--- src/rtl/subtractor_4bits_if.sv ---
// Operand/result bundle for subtractor_4bits.
// Ovf is only present when SUBTRACTOR_4BITS_OVF_EN is defined.
interface subtractor_4bits_if;
    logic [3:0] A;
    logic [3:0] B;
    logic [3:0] Diff;
    logic       Cout;
`ifdef SUBTRACTOR_4BITS_OVF_EN
    logic       Ovf;
`endif

    // No handshake: the producer holds A/B valid every cycle and the
    // results are valid one clock later, always.
`ifdef SUBTRACTOR_4BITS_OVF_EN
    modport master (output A, output B, input Diff, input Cout, input Ovf);
    modport slave  (input A, input B, output Diff, output Cout, output Ovf);
`else
    modport master (output A, output B, input Diff, input Cout);
    modport slave  (input A, input B, output Diff, output Cout);
`endif
endinterface

--- src/rtl/subtractor_4bits.sv ---
// Registered 4-bit subtractor: Diff = A - B via a ripple of A + ~B + 1, Cout = no-borrow.
// Define SUBTRACTOR_4BITS_OVF_EN to add the registered signed-overflow flag Ovf.
module subtractor_4bits (
    input  logic                clk,
    input  logic                rst_n,
    subtractor_4bits_if.slave   bus
);

    logic [3:0] b_n;
    logic [4:0] carry;
    logic [3:0] diff_d, diff_q;
    logic       cout_d, cout_q;
`ifdef SUBTRACTOR_4BITS_OVF_EN
    logic       ovf_d, ovf_q;
`endif

    always_comb begin
        b_n = ~bus.B;
    end

    // Four full-subtractor cells; the +1 enters as the carry into bit 0.
    always_comb begin
        carry    = '0;
        diff_d   = '0;
        carry[0] = 1'b1;
        for (int i = 0; i < 4; i++) begin
            diff_d[i]    = bus.A[i] ^ b_n[i] ^ carry[i];
            carry[i + 1] = (bus.A[i] & b_n[i]) | (bus.A[i] & carry[i]) | (b_n[i] & carry[i]);
        end
        cout_d = carry[4];
    end

`ifdef SUBTRACTOR_4BITS_OVF_EN
    always_comb begin
        ovf_d = carry[4] ^ carry[3];
    end
`endif

    always_ff @(posedge clk or negedge rst_n) begin
        if (!rst_n) begin
            diff_q <= 4'b0000;
            cout_q <= 1'b0;
`ifdef SUBTRACTOR_4BITS_OVF_EN
            ovf_q  <= 1'b0;
`endif
        end else begin
            diff_q <= diff_d;
            cout_q <= cout_d;
`ifdef SUBTRACTOR_4BITS_OVF_EN
            ovf_q  <= ovf_d;
`endif
        end
    end

    assign bus.Diff = diff_q;
    assign bus.Cout = cout_q;
`ifdef SUBTRACTOR_4BITS_OVF_EN
    assign bus.Ovf  = ovf_q;
`endif

endmodule

--- src/flat_wrapper.sv ---
// flat-port wrapper written by rule: the top's interface ports become plain ports
module subtractor_4bits_flat 
  (clk, rst_n, bus_A, bus_B, bus_Diff, bus_Cout);
  subtractor_4bits_if bus_i ();
  input  logic clk;
  input  logic rst_n;
  input wire logic [$bits(bus_i.A)-1:0] bus_A;
  input wire logic [$bits(bus_i.B)-1:0] bus_B;
  output wire logic [$bits(bus_i.Diff)-1:0] bus_Diff;
  output wire logic [$bits(bus_i.Cout)-1:0] bus_Cout;
  assign bus_i.A = bus_A;
  assign bus_i.B = bus_B;
  assign bus_Diff = bus_i.Diff;
  assign bus_Cout = bus_i.Cout;
  subtractor_4bits u_core (.clk(clk), .rst_n(rst_n), .bus(bus_i));
endmodule
--- config.mk ---
export PLATFORM = sky130hd
export DESIGN_NAME = subtractor_4bits_flat
export DESIGN_NICKNAME = d
export VERILOG_FILES = /design/src/rtl/subtractor_4bits_if.sv /design/src/rtl/subtractor_4bits.sv /design/src/flat_wrapper.sv
export SDC_FILE = /design/constraint.sdc
export NUM_CORES = 1
export LEC_CHECK = 0
export ABC_CLOCK_PERIOD_IN_PS = 800
export CORE_AREA = 2 2 39 41
export CTS_CLUSTER_SIZE = 24
export DETAILED_ROUTE_END_ITERATION = 16
export DIE_AREA = 0 0 41 43
export MAX_ROUTING_LAYER = met4
export PLACE_DENSITY = 0.54
export SETUP_SLACK_MARGIN = 0.02
export SLEW_MARGIN = 20
export SYNTH_ARGS = -nofsm -noshare
export SYNTH_HDL_FRONTEND = slang
export SYNTH_SLANG_ARGS = --single-unit
export TNS_END_PERCENT = 5
--- constraint.sdc ---
create_clock -name clk -period 0.8 [get_ports clk]
set_input_delay 0.08 -clock clk [delete_from_list [all_inputs] [get_ports clk]]
set_output_delay 0.08 -clock clk [all_outputs]
set_load 0.05 [all_outputs]
==> results.cfg <==
[status]
run_status = finished, violations left
violations = setup timing

[setup_path]
cp.arrival_ns = 1.46
crit_required_ns = 0.91
crit_path_start_kind = input port
crit_path_end_kind = flip-flop
crit_start = bus_A[0]
critPathCapture = u_core.bus.Diff[3]$_DFF_PN0_
critPathMaxFanout = 1
path_class = input port to flip-flop

[logic_synthesis]
ys_seq_area_frac = 0.549
synth_nets = 31
synth_area_per_cell_sq_um = 13.4
yosys_warnings = 0
synth_area_leaders = dfrtp_1 55%, fa_1 26%, inv_1 13%, ha_1 5.5%
ys_types = 4
syn_inst = 17
ys_seq_elements = 5
mappedNetlistArea_sq_um = 228
yosys.area.top_type_share = 0.549
synth_area_leader_cell = dfrtp_1

[sta]
final-hold-violation-count = 0
rsz0062_at_grt = yes
finalSetupTns_ns = -1.37
drv_slew = 0
finalWorstSetupSlack_ns = -0.550
fin_crit_ns = 1.35
setup_viol_count_final = 8
whs_ns = 0.0551
fmax_mhz = 741
slew_headroom = 0.855
period_share = 1.69
tightest_slew_ns = 0.217

[clocking]
cts_buffer_depth = 2
cts_sinks = 5
holdBufCountCts = 0
cts_made_buffers = 3
path_clk_slew_ns = 0.04
postCtsSetupBuffers = 0
h-tree-depth = 1
cts_root_buf = clkbuf_4
cts_tree = done

[floorplanning]
fp-row-count = 14
die-height_um = 43
io_pins = 15
die-area_sq_um = 1760
die_w_um = 41
start_util = 0.165
coreArea_sq_um = 1380

[global_routing]
antenna_found_initial = 0
grt_max_degree = 6
overflow = 0
grt_pass1_vias = 208
grt_usage = 0.0768
grt_pass1_wl_um = 772

[drt]
drt_pre_antenna_iters = 1
drt_iter0_markers = 0
wl_per_cell_um = 9.18
wl_um = 468
vias = 169
detail-route-antenna-nets = 0
via_per_inst = 3.31
drcViolationCount = 0

[finish]
mostFrequentLayoutCells = 5 x inv_1, 5 x buf_12, 5 x dfrtp_1, 4 x clkdlybuf4s50_1, 3 x clkbuf_4
fin_cells = 51
multi_input_area_sq_um = 90.1
syn_to_final_growth_pct = 110
diodes = 0
drive_above_1_share = 0.514
fin_nets = 50
postLayoutCellArea_sq_um = 479
fillers = 141
ff_latch_area_sq_um = 125

[hold_path]
hp-class = input port to asynchronous set/reset pin

[placement]
portBuffers = 14
routabilityCongestion = 0.609
place_area_sq_um = 440
placedCellCount = 47

[power]
powerDensity_nw_per_um2 = 2090
leakage_nw = 0.237
ir_drop_mv = 0.371

[flow_run]
drv_cap = 0
-- metrics by stage --
| stage | power, mW | util | setup slack, ns |
|---|---|---|---|
| 3_3_place_gp | 0.704 | 0.318 | -1.27 |
| 4_1_cts | 1.03 | 0.352 | -0.592 |
| 6_report | 1.00 | 0.346 | -0.550 |
| 3_5_place_dp | 0.717 | 0.318 | -1.30 |
| 2_1_floorplan | 0.473 | - | -0.752 |
| 5_1_grt | 1.06 | 0.346 | -0.606 |
-- sequential cells by signal (all words and copies together), names as in the netlist --
name / count
u_core.bus.Diff: 4
u_core.bus.Cout: 1
-- metal layers --
layer,GRT usage,wire length [um],vias to the layer above,share of wire
li1,-,-,79,-
met1,0.0563,143,73,0.31
met2,0.122,243,15,0.52
met3,0.0157,63,2,0.13
met4,0.100,18,0,0.038
met5,-,0,-,0
-- power by group --
group | switching (mW) | internal (mW)
sequential | 0.0297 | 0.291
clock | 0.101 | 0.188
combinational | 0.193 | 0.200
total | 0.323 | 0.679
-- final cells by class --
class,instances,share of cell area
clock buffers,4,0.0548
inverters,8,0.0679
multi-input cells,4,0.188
flip-flops and latches,5,0.261
well taps,16,0.0418
repair buffers,14,0.386
-- cells in the mapped netlist --
cell type and n:
inv_1 8, dfrtp_1 5, fa_1 3, ha_1 1
-- worst min path at each step --
stage	endpoint	slack, ns	depth (start not counted)
after floorplan	u_core.bus.Cout$_DFF_PN0_	-0.22	0
after global placement	u_core.bus.Diff[3]$_DFF_PN0_	0.31	1
after detailed placement	u_core.bus.Diff[3]$_DFF_PN0_	0.31	1
after CTS	u_core.bus.Diff[0]$_DFF_PN0_	0.05	1
after global routing	u_core.bus.Cout$_DFF_PN0_	0.07	1
final	u_core.bus.Cout$_DFF_PN0_	0.06	1
-- logic make-up after synthesis --
family | synth area share
DFF | 0.549
adders and majority gates | 0.319
buffers and inverters | 0.132
-- worst max-delay path, stage by stage --
cell	delay, ns
buf_6	0.07
inv_4	0.03
ha_4	0.14
fa_2	0.33
fa_2	0.34
inv_2	0.06
fa_1	0.40
-- what timing repair did --
action / in CTS / in global routing
endpoints found under the setup margin: 9 / 8
pin swaps: 4 / 4
gates resized for setup: 19 / 4
Note: power is estimated with default switching activity, not from simulation.
